## config.mk

```make
export PLATFORM = sky130hd
export DESIGN_NAME = sb_rx_header_decoder
export DESIGN_NICKNAME = d
export VERILOG_FILES = /design/src/rtl/sb_rx_header_decoder.sv
export SDC_FILE = /design/constraint.sdc
export NUM_CORES = 1
export LEC_CHECK = 0
export ABC_AREA = 0
export ABC_CLOCK_PERIOD_IN_PS = 2600
export CORE_AREA = 2 2 134 136
export CTS_BUF_LIST = sky130_fd_sc_hd__clkbuf_16
export DETAILED_ROUTE_END_ITERATION = 7
export DIE_AREA = 0 0 136 138
export GPL_TIMING_DRIVEN = 0
export HOLD_SLACK_MARGIN = 0.08
export PLACE_DENSITY = 0.53
export SETUP_SLACK_MARGIN = 0.15
export SLEW_MARGIN = 40
export SYNTH_ARGS = -nofsm -noshare
export SYNTH_HDL_FRONTEND = slang
export SYNTH_SLANG_ARGS = --single-unit
```

## constraint.sdc

```tcl
create_clock -name i_clk -period 2.6 [get_ports i_clk]
set_clock_uncertainty 0.1 [all_clocks]
set_input_delay 0.65 -clock i_clk [delete_from_list [all_inputs] [get_ports i_clk]]
set_output_delay 0.65 -clock i_clk [all_outputs]
set_load 0.03 [all_outputs]
```

## src/rtl/sb_rx_header_decoder.sv

```systemverilog
// sb_rx_header_decoder
// Sideband RX header decoder. Turns 64-bit sideband words from the RX
// deserializer into the LTSM message view (msg_no, msg_info, optional data).
// The expected subcode list depends on the local LTSM state, sub-state and
// point/sweep test context. A message-with-data arrives as a header word
// followed by a payload word.
//
// Ports
//   i_clk, i_rst_n              clock, asynchronous active-low reset
//   i_packet[63:0]              received word (header in [61:0])
//   i_packet_valid              single-cycle strobe per received word
//   i_state, i_sub_state        local LTSM state / sub-state
//   i_tx_point_sweep_test_en    point/sweep test context active
//   i_tx_point_sweep_test       0=TX_PT 1=TX_SWEEP 2=RX_PT 3=RX_SWEEP
//   o_msg_no, o_msg_info        decoded message (held between pulses)
//   o_data                      payload of a message-with-data (held)
//   o_msg_valid, o_data_valid   1-cycle pulses, data_valid only with payload
//   o_decode_err                1-cycle pulse: bad header or data timeout
//   o_dbg_state                 FSM state (0=IDLE, 1=WAIT_DATA)
//
// Handshake: i_packet is qualified only by i_packet_valid; there is no
// backpressure, every strobed word is consumed in the cycle it is presented.
// Output pulses appear one cycle after the word that caused them.

module sb_rx_header_decoder #(
  parameter int DATA_TIMEOUT = 32,
  parameter int TMO_W        = 6
) (
  input  logic        i_clk,
  input  logic        i_rst_n,
  input  logic [63:0] i_packet,
  input  logic        i_packet_valid,
  input  logic [3:0]  i_state,
  input  logic [3:0]  i_sub_state,
  input  logic        i_tx_point_sweep_test_en,
  input  logic [1:0]  i_tx_point_sweep_test,
  output logic [3:0]  o_msg_no,
  output logic [2:0]  o_msg_info,
  output logic [63:0] o_data,
  output logic        o_msg_valid,
  output logic        o_data_valid,
  output logic        o_decode_err,
  output logic        o_dbg_state
);

  localparam logic [4:0] OP_NODATA   = 5'b10010;
  localparam logic [4:0] OP_DATA     = 5'b11011;
  localparam logic [3:0] ST_SBINIT   = 4'd2;
  localparam logic [3:0] ST_MBINIT   = 4'd3;
  localparam logic [3:0] ST_MBTRAIN  = 4'd4;
  localparam logic [3:0] ST_TRAINERR = 4'd7;
  localparam logic [3:0] ST_PHYRETR  = 4'd10;
  localparam logic [1:0] TEST_TX_PT    = 2'd0;
  localparam logic [1:0] TEST_TX_SWEEP = 2'd1;
  localparam logic [1:0] TEST_RX_PT    = 2'd2;
  localparam logic [1:0] TEST_RX_SWEEP = 2'd3;

  typedef enum logic {IDLE = 1'b0, WAIT_DATA = 1'b1} state_e;

  state_e            state_q, state_d;
  logic [TMO_W-1:0]  tmr_q, tmr_d;
  logic [3:0]        held_no_q, held_no_d;
  logic [2:0]        held_info_q, held_info_d;
  logic [3:0]        msg_no_d;
  logic [2:0]        msg_info_d;
  logic [63:0]       data_d;
  logic              msg_valid_d, data_valid_d, decode_err_d;

  // Header fields
  logic [4:0] opcode;
  logic [7:0] msg_code, subcode;
  logic [2:0] srcid, dstid;
  logic [2:0] info_lo;
  logic [1:0] info_hi;
  logic       unused_bits;

  assign opcode   = i_packet[4:0];
  assign msg_code = i_packet[21:14];
  assign srcid    = i_packet[31:29];
  assign subcode  = i_packet[39:32];
  assign info_lo  = i_packet[42:40];
  assign info_hi  = i_packet[45:44];
  assign dstid    = i_packet[58:56];
  assign unused_bits = ^{i_packet[63:59], i_packet[55:46], i_packet[43],
                         i_packet[28:22], i_packet[13:5]};

  // 1-based position of the subcode in the active list, 0 when absent.
  function automatic logic [2:0] list_pos(
    input logic       test_en,
    input logic [1:0] test,
    input logic [3:0] state,
    input logic [3:0] sub_state,
    input logic [7:0] sc
  );
    logic [2:0] k;
    k = 3'd0;
    if (test_en) begin
      case (test)
        TEST_TX_PT:
          if (sc >= 8'h01 && sc <= 8'h04) k = 3'(sc);
        TEST_TX_SWEEP:
          case (sc) 8'h05: k = 3'd1; 8'h02: k = 3'd2; 8'h06: k = 3'd3; default: k = 3'd0; endcase
        TEST_RX_PT:
          case (sc) 8'h07: k = 3'd1; 8'h02: k = 3'd2; 8'h08: k = 3'd3; 8'h09: k = 3'd4; default: k = 3'd0; endcase
        default:
          case (sc) 8'h0A: k = 3'd1; 8'h02: k = 3'd2; 8'h0B: k = 3'd3; 8'h0D: k = 3'd4; default: k = 3'd0; endcase
      endcase
    end else begin
      case (state)
        ST_SBINIT, ST_PHYRETR: if (sc == 8'h01) k = 3'd1;
        ST_TRAINERR:           if (sc == 8'h00) k = 3'd1;
        ST_MBINIT:
          case (sub_state)
            4'd0: if (sc == 8'h00) k = 3'd1;
            4'd1: if (sc == 8'h02) k = 3'd1;
            4'd2: case (sc) 8'h03: k = 3'd1; 8'h04: k = 3'd2; 8'h08: k = 3'd3; default: k = 3'd0; endcase
            4'd3: case (sc) 8'h09: k = 3'd1; 8'h0A: k = 3'd2; 8'h0C: k = 3'd3; default: k = 3'd0; endcase
            4'd4: if (sc >= 8'h0D && sc <= 8'h10) k = 3'(sc - 8'h0C);
            4'd5: case (sc) 8'h11: k = 3'd1; 8'h13: k = 3'd2; 8'h14: k = 3'd3; default: k = 3'd0; endcase
            default: k = 3'd0;
          endcase
        ST_MBTRAIN:
          case (sub_state)
            // Pairs of consecutive subcodes starting at an even base
            4'd0, 4'd1, 4'd4, 4'd5, 4'd6, 4'd7:
              if (sc[7:1] == 7'({sub_state == 4'd0 ? 4'd0 : sub_state == 4'd1 ? 4'd1 :
                                 sub_state - 4'd1}))
                k = sc[0] ? 3'd2 : 3'd1;
            4'd2:  if (sc == 8'h04) k = 3'd1;
            4'd3:  if (sc == 8'h05) k = 3'd1;
            4'd8:  case (sc) 8'h0E: k = 3'd1; 8'h10: k = 3'd2; default: k = 3'd0; endcase
            4'd9:  case (sc) 8'h11: k = 3'd1; 8'h12: k = 3'd2; default: k = 3'd0; endcase
            4'd10: case (sc) 8'h13: k = 3'd1; 8'h14: k = 3'd2; default: k = 3'd0; endcase
            4'd11: if (sc >= 8'h15 && sc <= 8'h19) k = 3'(sc - 8'h14);
            4'd12: if (sc >= 8'h1B && sc <= 8'h1E) k = 3'(sc - 8'h1A);
            default: k = 3'd0;
          endcase
        default: k = 3'd0;
      endcase
    end
    return k;
  endfunction

  // Header decode
  logic [2:0] pos;
  logic       frame_ok, cls_ok, dec_ok, hdr_good, is_data_op, tmo_hit;
  logic [3:0] dec_no;
  logic [2:0] dec_info;

  always_comb begin
    pos      = list_pos(i_tx_point_sweep_test_en, i_tx_point_sweep_test,
                        i_state, i_sub_state, subcode);
    frame_ok = (srcid == 3'b010) && (dstid == 3'b110) &&
               (opcode == OP_NODATA || opcode == OP_DATA);
    cls_ok   = 1'b0;
    dec_ok   = 1'b0;
    dec_no   = 4'd0;
    if (i_tx_point_sweep_test_en) begin
      cls_ok = (msg_code[7:4] == 4'h8);
    end else begin
      case (i_state)
        ST_SBINIT:   cls_ok = (msg_code[7:4] == 4'h9);
        ST_MBINIT:   cls_ok = (msg_code[7:4] == 4'hA);
        ST_MBTRAIN:  cls_ok = (msg_code[7:4] == 4'hB);
        ST_TRAINERR: cls_ok = (msg_code[7:4] == 4'hE);
        ST_PHYRETR:  cls_ok = (msg_code[7:4] == 4'hC);
        default:     cls_ok = 1'b0;
      endcase
    end
    case (msg_code[3:0])
      4'h5: begin dec_ok = (pos != 3'd0); dec_no = {pos, 1'b0} - 4'd1; end
      4'hA: begin dec_ok = (pos != 3'd0); dec_no = {pos, 1'b0}; end
      4'h1: begin
        // Two special-cased headers; the class nibble check pins the state.
        if (!i_tx_point_sweep_test_en && msg_code == 8'h91 && subcode == 8'h00) begin
          dec_ok = 1'b1; dec_no = 4'd3;
        end else if (i_tx_point_sweep_test_en && i_tx_point_sweep_test == TEST_RX_SWEEP &&
                     msg_code == 8'h81 && subcode == 8'h0C) begin
          dec_ok = 1'b1; dec_no = 4'd9;
        end
      end
      default: dec_ok = 1'b0;
    endcase
    dec_info = (i_tx_point_sweep_test_en && dec_no == 4'd6 &&
                (i_tx_point_sweep_test == TEST_TX_PT || i_tx_point_sweep_test == TEST_RX_SWEEP))
               ? {1'b0, info_hi} : info_lo;
    hdr_good   = i_packet_valid && frame_ok && cls_ok && dec_ok;
    is_data_op = (opcode == OP_DATA);
    // A word on the expiry cycle wins over the timeout.
    tmo_hit    = !i_packet_valid && (tmr_q == TMO_W'(DATA_TIMEOUT - 1));
  end

  // State and datapath registers
  always_ff @(posedge i_clk or negedge i_rst_n) begin
    if (!i_rst_n) begin
      state_q      <= IDLE;
      tmr_q        <= '0;
      held_no_q    <= '0;
      held_info_q  <= '0;
      o_msg_no     <= '0;
      o_msg_info   <= '0;
      o_data       <= '0;
      o_msg_valid  <= 1'b0;
      o_data_valid <= 1'b0;
      o_decode_err <= 1'b0;
    end else begin
      state_q      <= state_d;
      tmr_q        <= tmr_d;
      held_no_q    <= held_no_d;
      held_info_q  <= held_info_d;
      o_msg_no     <= msg_no_d;
      o_msg_info   <= msg_info_d;
      o_data       <= data_d;
      o_msg_valid  <= msg_valid_d;
      o_data_valid <= data_valid_d;
      o_decode_err <= decode_err_d;
    end
  end

  // Next state
  always_comb begin
    state_d = state_q;
    case (state_q)
      IDLE:      if (hdr_good && is_data_op) state_d = WAIT_DATA;
      WAIT_DATA: if (i_packet_valid || tmo_hit) state_d = IDLE;
      default:   state_d = IDLE;
    endcase
  end

  // Outputs
  always_comb begin
    tmr_d        = tmr_q;
    held_no_d    = held_no_q;
    held_info_d  = held_info_q;
    msg_no_d     = o_msg_no;
    msg_info_d   = o_msg_info;
    data_d       = o_data;
    msg_valid_d  = 1'b0;
    data_valid_d = 1'b0;
    decode_err_d = 1'b0;
    case (state_q)
      IDLE: begin
        if (i_packet_valid) begin
          if (!hdr_good) begin
            decode_err_d = 1'b1;
          end else if (is_data_op) begin
            held_no_d   = dec_no;
            held_info_d = dec_info;
            tmr_d       = '0;
          end else begin
            msg_valid_d = 1'b1;
            msg_no_d    = dec_no;
            msg_info_d  = dec_info;
          end
        end
      end
      WAIT_DATA: begin
        if (i_packet_valid) begin
          data_d       = i_packet;
          msg_no_d     = held_no_q;
          msg_info_d   = held_info_q;
          msg_valid_d  = 1'b1;
          data_valid_d = 1'b1;
        end else if (tmo_hit) begin
          decode_err_d = 1'b1;
        end else begin
          tmr_d = tmr_q + TMO_W'(1);
        end
      end
      default: ;
    endcase
  end

  assign o_dbg_state = state_q;

endmodule
```

==> results.md, run 1 <==
* Status: finished with violations
* Failing checks: setup timing
* Clk_lat worst skew at ~0.35 ns
* Initial core utilization at between 20% and 30%
* N_diodes at 0
* FP Rows at 49
* DRC viols at 0
* Slew Limit Fails at 0
* Synth top area share at 43.3%
* Setup crit start: i_sub_state[1]
* CTS H-tree lvls at 3
* Final net count at approximately 910
* Drt pass-1 iters at 5
* CTS buffer count at 9
* Avg WL per Cell at between 15 and 20 µm
* Final wirelength at ~18000 µm
* Worst rel slew slack at between 50% and 60%
* Top_reg_cell synth: dfrtp_1
* R2R Setup Slk at -0.24 ns
* HP Class: primary input to async pin
* Finished Core Util at a little under half
* Mapped Cells at 604
* Synth area leader: dfrtp_1
* DR iter-0 viols at roughly 270
* Final period utilization at 158%
* Slowest stage cell, crit path: or4b_4
* Max IR drop VDD at about 0.32 mV
* Final Hold Fails at 0
* Final worst slack at -1.51 ns
* I/O Buffers at 150
* Clock Path Buffers at 2
* Clock period minus worst slack at 4.11 ns
* Chip height at approximately 140 µm
* # IOs at approximately 150
* Final setup fails at 23
* Synthesized flop and latch total at 88
* Max frequency at between 200 and 250 MHz
* Slew of the pin with the lowest slew margin at between 0.6 and 0.7 ns
* Static Leak at around 3.7 nW
* Critical Path Source Type: primary input
* Vias in the first global route at between 5000 and 6000
* Sequential fraction of the synthesis area at roughly 43%
* Routability cong. at between 0.8 and 0.9
* Avg Inst Size Synth at around 8.4 µm²
* Root Driver: clkbuf_16
* Synth warn at 0
* Die span in x at between 100 and 150 µm
* Dpl ws at -2.98 ns
* Crit Path Class: primary input to flop
* Worst reg2reg path depth at 8
* Commonest cells after routing, fill and taps aside: nand2_1, clkdlybuf4s50_1, dfrtp_1, buf_4, buf_6
* Critical R2R Capture: tmr_q[5]
* CP required at 2.79 ns
* Post-synth ARST share at 100%
* Leading cell type in the layout, fill and taps excluded: nand2_1
* Total die area at around 19000 µm²
* Type of destination of the critical path: flop
* Maximum number of pins on one net before global-route repair at between 50 and 60
* Antenna violations before repair at 0
* Count of flip-flops with a built-in enable after synthesis at 0
* Cell variety after synth at 72
* Reg-to-reg startpoint: o_dbg_state
* Total GRT Usage at roughly a fifth
* Fill cell count at ~1700
* Core area at between 15000 and 20000 µm²
* Remaining global-route overflow at 0
* Syn-to-layout area delta at 63.6%
* Max-cap viol count at 0
* Via count at roughly 5200
* Number of vias per cell at 4.96
* Pwr per Cell Area at about 380 nW/µm²
* Crit-path max FO at 4
* DRT antenna net count at 0
* Synthesized netlist net count at 695
* Worst path cell trace: buf_12 -> inv_12 -> ha_4 -> or4b_4 -> o41ai_2 -> o211ai_1 -> o41ai_2 -> a211oi_2 -> o32a_1 -> ha_2 -> nand2_2 -> nor2_4 -> or4_4 -> buf_6 -> and2_4 -> buf_6 -> or4b_1 -> nand3_1
* Detail Placement HPWL at around 12000 µm
* Critical Path Max Stage Delay at about 0.53 ns
* Share of post-route cells with drive strength above 1 at 23.5%
* First-pass GRT wire length at about 28000 µm
* Area contributors post-synth: dfrtp_1, nand2_1, ha_1, mux2i_1, o21ai_0
* CP Capture Point: tmr_q[5]
* Total power at between 3 and 4 mW
* Reg clk slew, reported paths at 0.07 ns
* CTS Sinks at 88
* Synthesized area at roughly 5100 µm²
* CTS tree: built
* Unrepaired setup endpoints after global routing: true
* WP data arrival at roughly 4.3 ns
routing by layer:
layer	share of wire, %	GRT usage [%]
met1	44	24.4
met2	48	31.0
met3	5.6	3.81
met4	2.2	5.21
met5	0	0
critical path: cells and delay by family:
| family | cells | cell delay [ns] |
|---|---|---|
| and+or+nand+nor | 7 | 1.87 |
| adders and majority gates | 2 | 0.34 |
| buffers and inverters | 4 | 0.36 |
| AOI/OAI and AO/OA | 5 | 1.05 |
how the worst min path moves through the flow:
stage	startpoint	end	slack (ns)	cells after the start
final	i_rst_n	o_data[53]	0.14	1
after global routing	i_rst_n	o_data[29]	0.17	1
after CTS	i_rst_n	o_data[53]	0.15	1
after detailed placement	o_data[63]	o_data[63]	0.36	2
after global placement	o_data[50]	o_data[50]	0.36	2
after floorplan	i_rst_n	held_info_q[0]	0.25	0
sequential cells by signal, indices dropped and copies added (netlist names):
name and cells:
o_msg_valid 1, o_decode_err 1, o_dbg_state 1, o_msg_no 4
o_data_valid 1, o_msg_info 3, tmr_q 6, held_info_q 3
o_data 64, held_no_q 4
cell usage after synthesis, types with 4 or more instances:
cell type	instances
mux2_2	6
nor3b_1	7
nand3b_1	6
nor4_1	6
nor2_1	16
nand2b_1	14
o21ai_0	20
or2_2	4
nand4b_1	4
a21oi_1	13
ha_1	13
o211ai_1	4
nand3_1	13
nor2b_1	10
or4b_1	4
clkbuf_1	24
or4_1	4
a31oi_1	4
nor4b_1	5
nand2_1	213
a211oi_1	4
a22oi_1	6
o21ai_1	5
nand4_1	4
o22ai_1	4
buf_2	8
dfrtp_1	88
inv_1	11
buf_1	5
nor3_1	5
mux2i_1	12
stage by stage:
step	TNS [ns]	hold slack (ns)	std cells	instance area (µm²)
after floorplan	-24.99	0.254	604	5140
after global placement	-284.00	0.358	983	6930
after detailed placement	-65.68	0.362	984	6970
after CTS	-22.32	0.151	1048	8140
after global routing	-28.95	0.170	1055	8330
final	-26.45	0.143	1055	8330
cell type report:
class / instances / area (µm²) / share of cell area, %
plain buffers: 38 / 340 / 4.09
clock buffers: 9 / 225 / 2.71
clock inverters: 7 / 72.6 / 0.872
inverters: 12 / 70.1 / 0.842
multi-input cells: 466 / 3110 / 37.4
flip-flops and latches: 88 / 2200 / 26.5
well taps: 229 / 287 / 3.44
repair buffers: 206 / 2020 / 24.2
report_power, final:
group          leakage (nW)  internal (mW)  switching [mW]
registers              1.21           1.37        0.000259
clock network         0.143          0.678           0.625
logic                  2.36          0.250           0.239
total                  3.72           2.30           0.865
timing repair:
item,CTS,global route
pin swaps,38,14
cloned,3,0
hold buffers,0,0
gates resized for setup,198,49
endpoints found under the setup margin,23,67
buffers inserted,45,7
cell families (layout without fill, tap and decap cells):
family	Yosys count	count (layout)	synth area share, %
and+or+nand+nor	338	338	32.0
AOI/OAI and AO/OA	92	92	13.0
DFF	88	88	43.3
buffers and inverters	50	272	4.03
muxes	18	18	3.69
adders and majority gates	13	13	3.20
xor gates and xnor gates	5	5	0.861
(Power assumes the default switching activity.)
==> inputs of run 2 (changes only) <==
--- a/config.mk
+++ b/config.mk
@@ -11,6 +11,7 @@
 export CTS_BUF_LIST = sky130_fd_sc_hd__clkbuf_16
 export DETAILED_ROUTE_END_ITERATION = 7
 export DIE_AREA = 0 0 136 138
+export GPL_ROUTABILITY_DRIVEN = 0
 export GPL_TIMING_DRIVEN = 0
 export HOLD_SLACK_MARGIN = 0.08
 export PLACE_DENSITY = 0.53
==> results.md, run 2 (same netlist as run 1, synthesis figures left out) <==
* Failing checks: setup timing
* Status: finished with violations
* Share of post-route cells with drive strength above 1 at 20.5%
* GR Layer Usage met2 at 29.7%
* Worst rel slew slack at approximately three fifths
* Biggest regs: o_data (64), tmr_q (6)
* N_diodes at 0
* Final worst slack at -1.40 ns
* Max reg flops at 64
* Drt pass-1 iters at 5
* Root Driver: clkbuf_16
* Detail Placement HPWL at between 10000 and 15000 µm
* First-pass GRT wire length at ~27000 µm
* FP Rows at ~50
* Clk_lat worst skew at 0.35 ns
* HP Class: primary input to async pin
* CTS Sinks at 88
* Total die area at between 15000 and 20000 µm²
* Via count at 5211
* Clock Path Buffers at 2
* Final Hold Fails at 0
* Max IR drop VDD at 0.287 mV
* DRT antenna net count at 0
* Crit-path max FO at 6
* WHS at between 0.15 and 0.2 ns
* Slew of the pin with the lowest slew margin at between 0.6 and 0.7 ns
* Critical R2R Capture: tmr_q[5]
* Commonest cells after routing, fill and taps aside: nand2_1, clkdlybuf4s50_1, dfrtp_1, buf_4, buf_6
* Placed cell areas at approximately 7000 µm²
* Max-cap viol count at 0
* Total GRT Usage at between 10% and 20%
* WP data arrival at ~4.2 ns
* DRC viols at 0
* CTS H-tree lvls at 3
* R2R Setup Slk at -0.17 ns
* Reg clk slew, reported paths at roughly 0.070 ns
* Final setup fails at 23
* Crit Path Class: primary input to flop
* Clock period minus worst slack at about 4 ns
* Finished Core Util at approximately 46%
* Unrepaired setup endpoints after global routing: true
* Static Leak at around 3.6 nW
* Most Used Layer, Global Route: met2
* Initial core utilization at slightly below 30%
* DR iter-0 viols at 260
* Met3 usage at 3.34%
* Core area at 17500 µm²
* I/O Buffers at 150
* Type of destination of the critical path: flop
* Pwr per Cell Area at about 390 nW/µm²
* Final wirelength at between 15000 and 20000 µm
* Vias in the first global route at ~5300
* Antenna violations before repair at 0
* Worst reg2reg path depth at 8
* Max frequency at 250 MHz
* Syn-to-layout area delta at 59.1%
* Final period utilization at 154%
* Final net count at approximately 900
* Slew Limit Fails at 0
* Leading cell type in the layout, fill and taps excluded: nand2_1
* Number of vias per cell at ~5
* Avg WL per Cell at 16.1 µm
* Die span in x at between 100 and 150 µm
* Cts-stage hold buffer count at 0
* Global-route met1 utilization at between 20% and 30%
* Fill cell count at around 1700
* Chip height at ~140 µm
* CTS buffer count at 9
* CTS tree: built
* Top reg by flops: o_data
* Area occupied by multi-input gates at ~3000 µm²
* Reg-to-reg startpoint: o_dbg_state
* Remaining global-route overflow at 0
* Total power at around 3.2 mW
* CP required at ~2.8 ns
* Reg area at 2200 µm²
* # IOs at between 150 and 200
* Maximum number of pins on one net before global-route repair at 54
* Critical Path Source Type: primary input
* Final Cell Area at 8090 µm²
run 2: metal layers:
metal,up-vias,routed length [µm]
met4,0,337
met1,2538,7490
met5,-,0
met3,26,930
met2,154,8040
li1,2493,-
run 2: where the power goes:
group	leakage (nW)	total, mW	internal, mW	switching, mW
Clock	0.146	1.37	0.763	0.604
Sequential	1.21	1.37	1.37	0.000268
Combinational	2.27	0.451	0.227	0.225
Total	3.63	3.19	2.36	0.829
run 2: worst max-delay path by stage:
stage | start | endpoint | slack, ns | cells past startpoint
after floorplan | i_sub_state[1] | tmr_q[5] | -1.57 | 17
after detailed placement | i_sub_state[1] | tmr_q[5] | -2.69 | 18
final | i_packet[38] | tmr_q[5] | -1.40 | 16
after global routing | i_sub_state[1] | tmr_q[5] | -1.44 | 18
after global placement | i_packet[36] | held_info_q[2] | -2.70 | 13
after CTS | i_sub_state[1] | tmr_q[5] | -1.31 | 18
run 2: final cells by class:
type | instances | area share (%)
Clock inverter | 7 | 1.08
Sequential cell | 88 | 27.2
Tap cell | 229 | 3.54
Inverter | 12 | 0.773
Multi-Input combinational cell | 466 | 37.6
Clock buffer | 9 | 2.78
Buffer | 38 | 3.90
Timing Repair Buffer | 191 | 23.1
run 2: worst max-delay path, stage by stage:
cell and delay, ns:
clkdlybuf4s15_2 0.24, or4_4 0.50, a221oi_2 0.19, nand2_1 0.17, o41ai_2 0.39, a211oi_1 0.10, o32a_1 0.23, ha_2 0.18
nand2_2 0.07, nor2_4 0.04, or4_4 0.48, buf_6 0.13, and2_4 0.14, buf_6 0.11, or4b_1 0.45, nand3_1 0.09
run 2: per-stage QoR:
stage | setup TNS, ns | worst slack (ns) | instances
2_1_floorplan | -24.99 | -1.57 | 604
3_3_place_gp | -280.51 | -2.70 | 983
3_5_place_dp | -57.79 | -2.69 | 984
4_1_cts | -22.02 | -1.31 | 1034
5_1_grt | -28.45 | -1.44 | 1040
6_report | -26.60 | -1.40 | 1040
run 2: timing repair:
item	4_1_cts	5_1_grt
buffers inserted	33	6
pin swaps	29	10
endpoints found under the setup margin	23	63
cloned	1	0
resized for setup	175	23
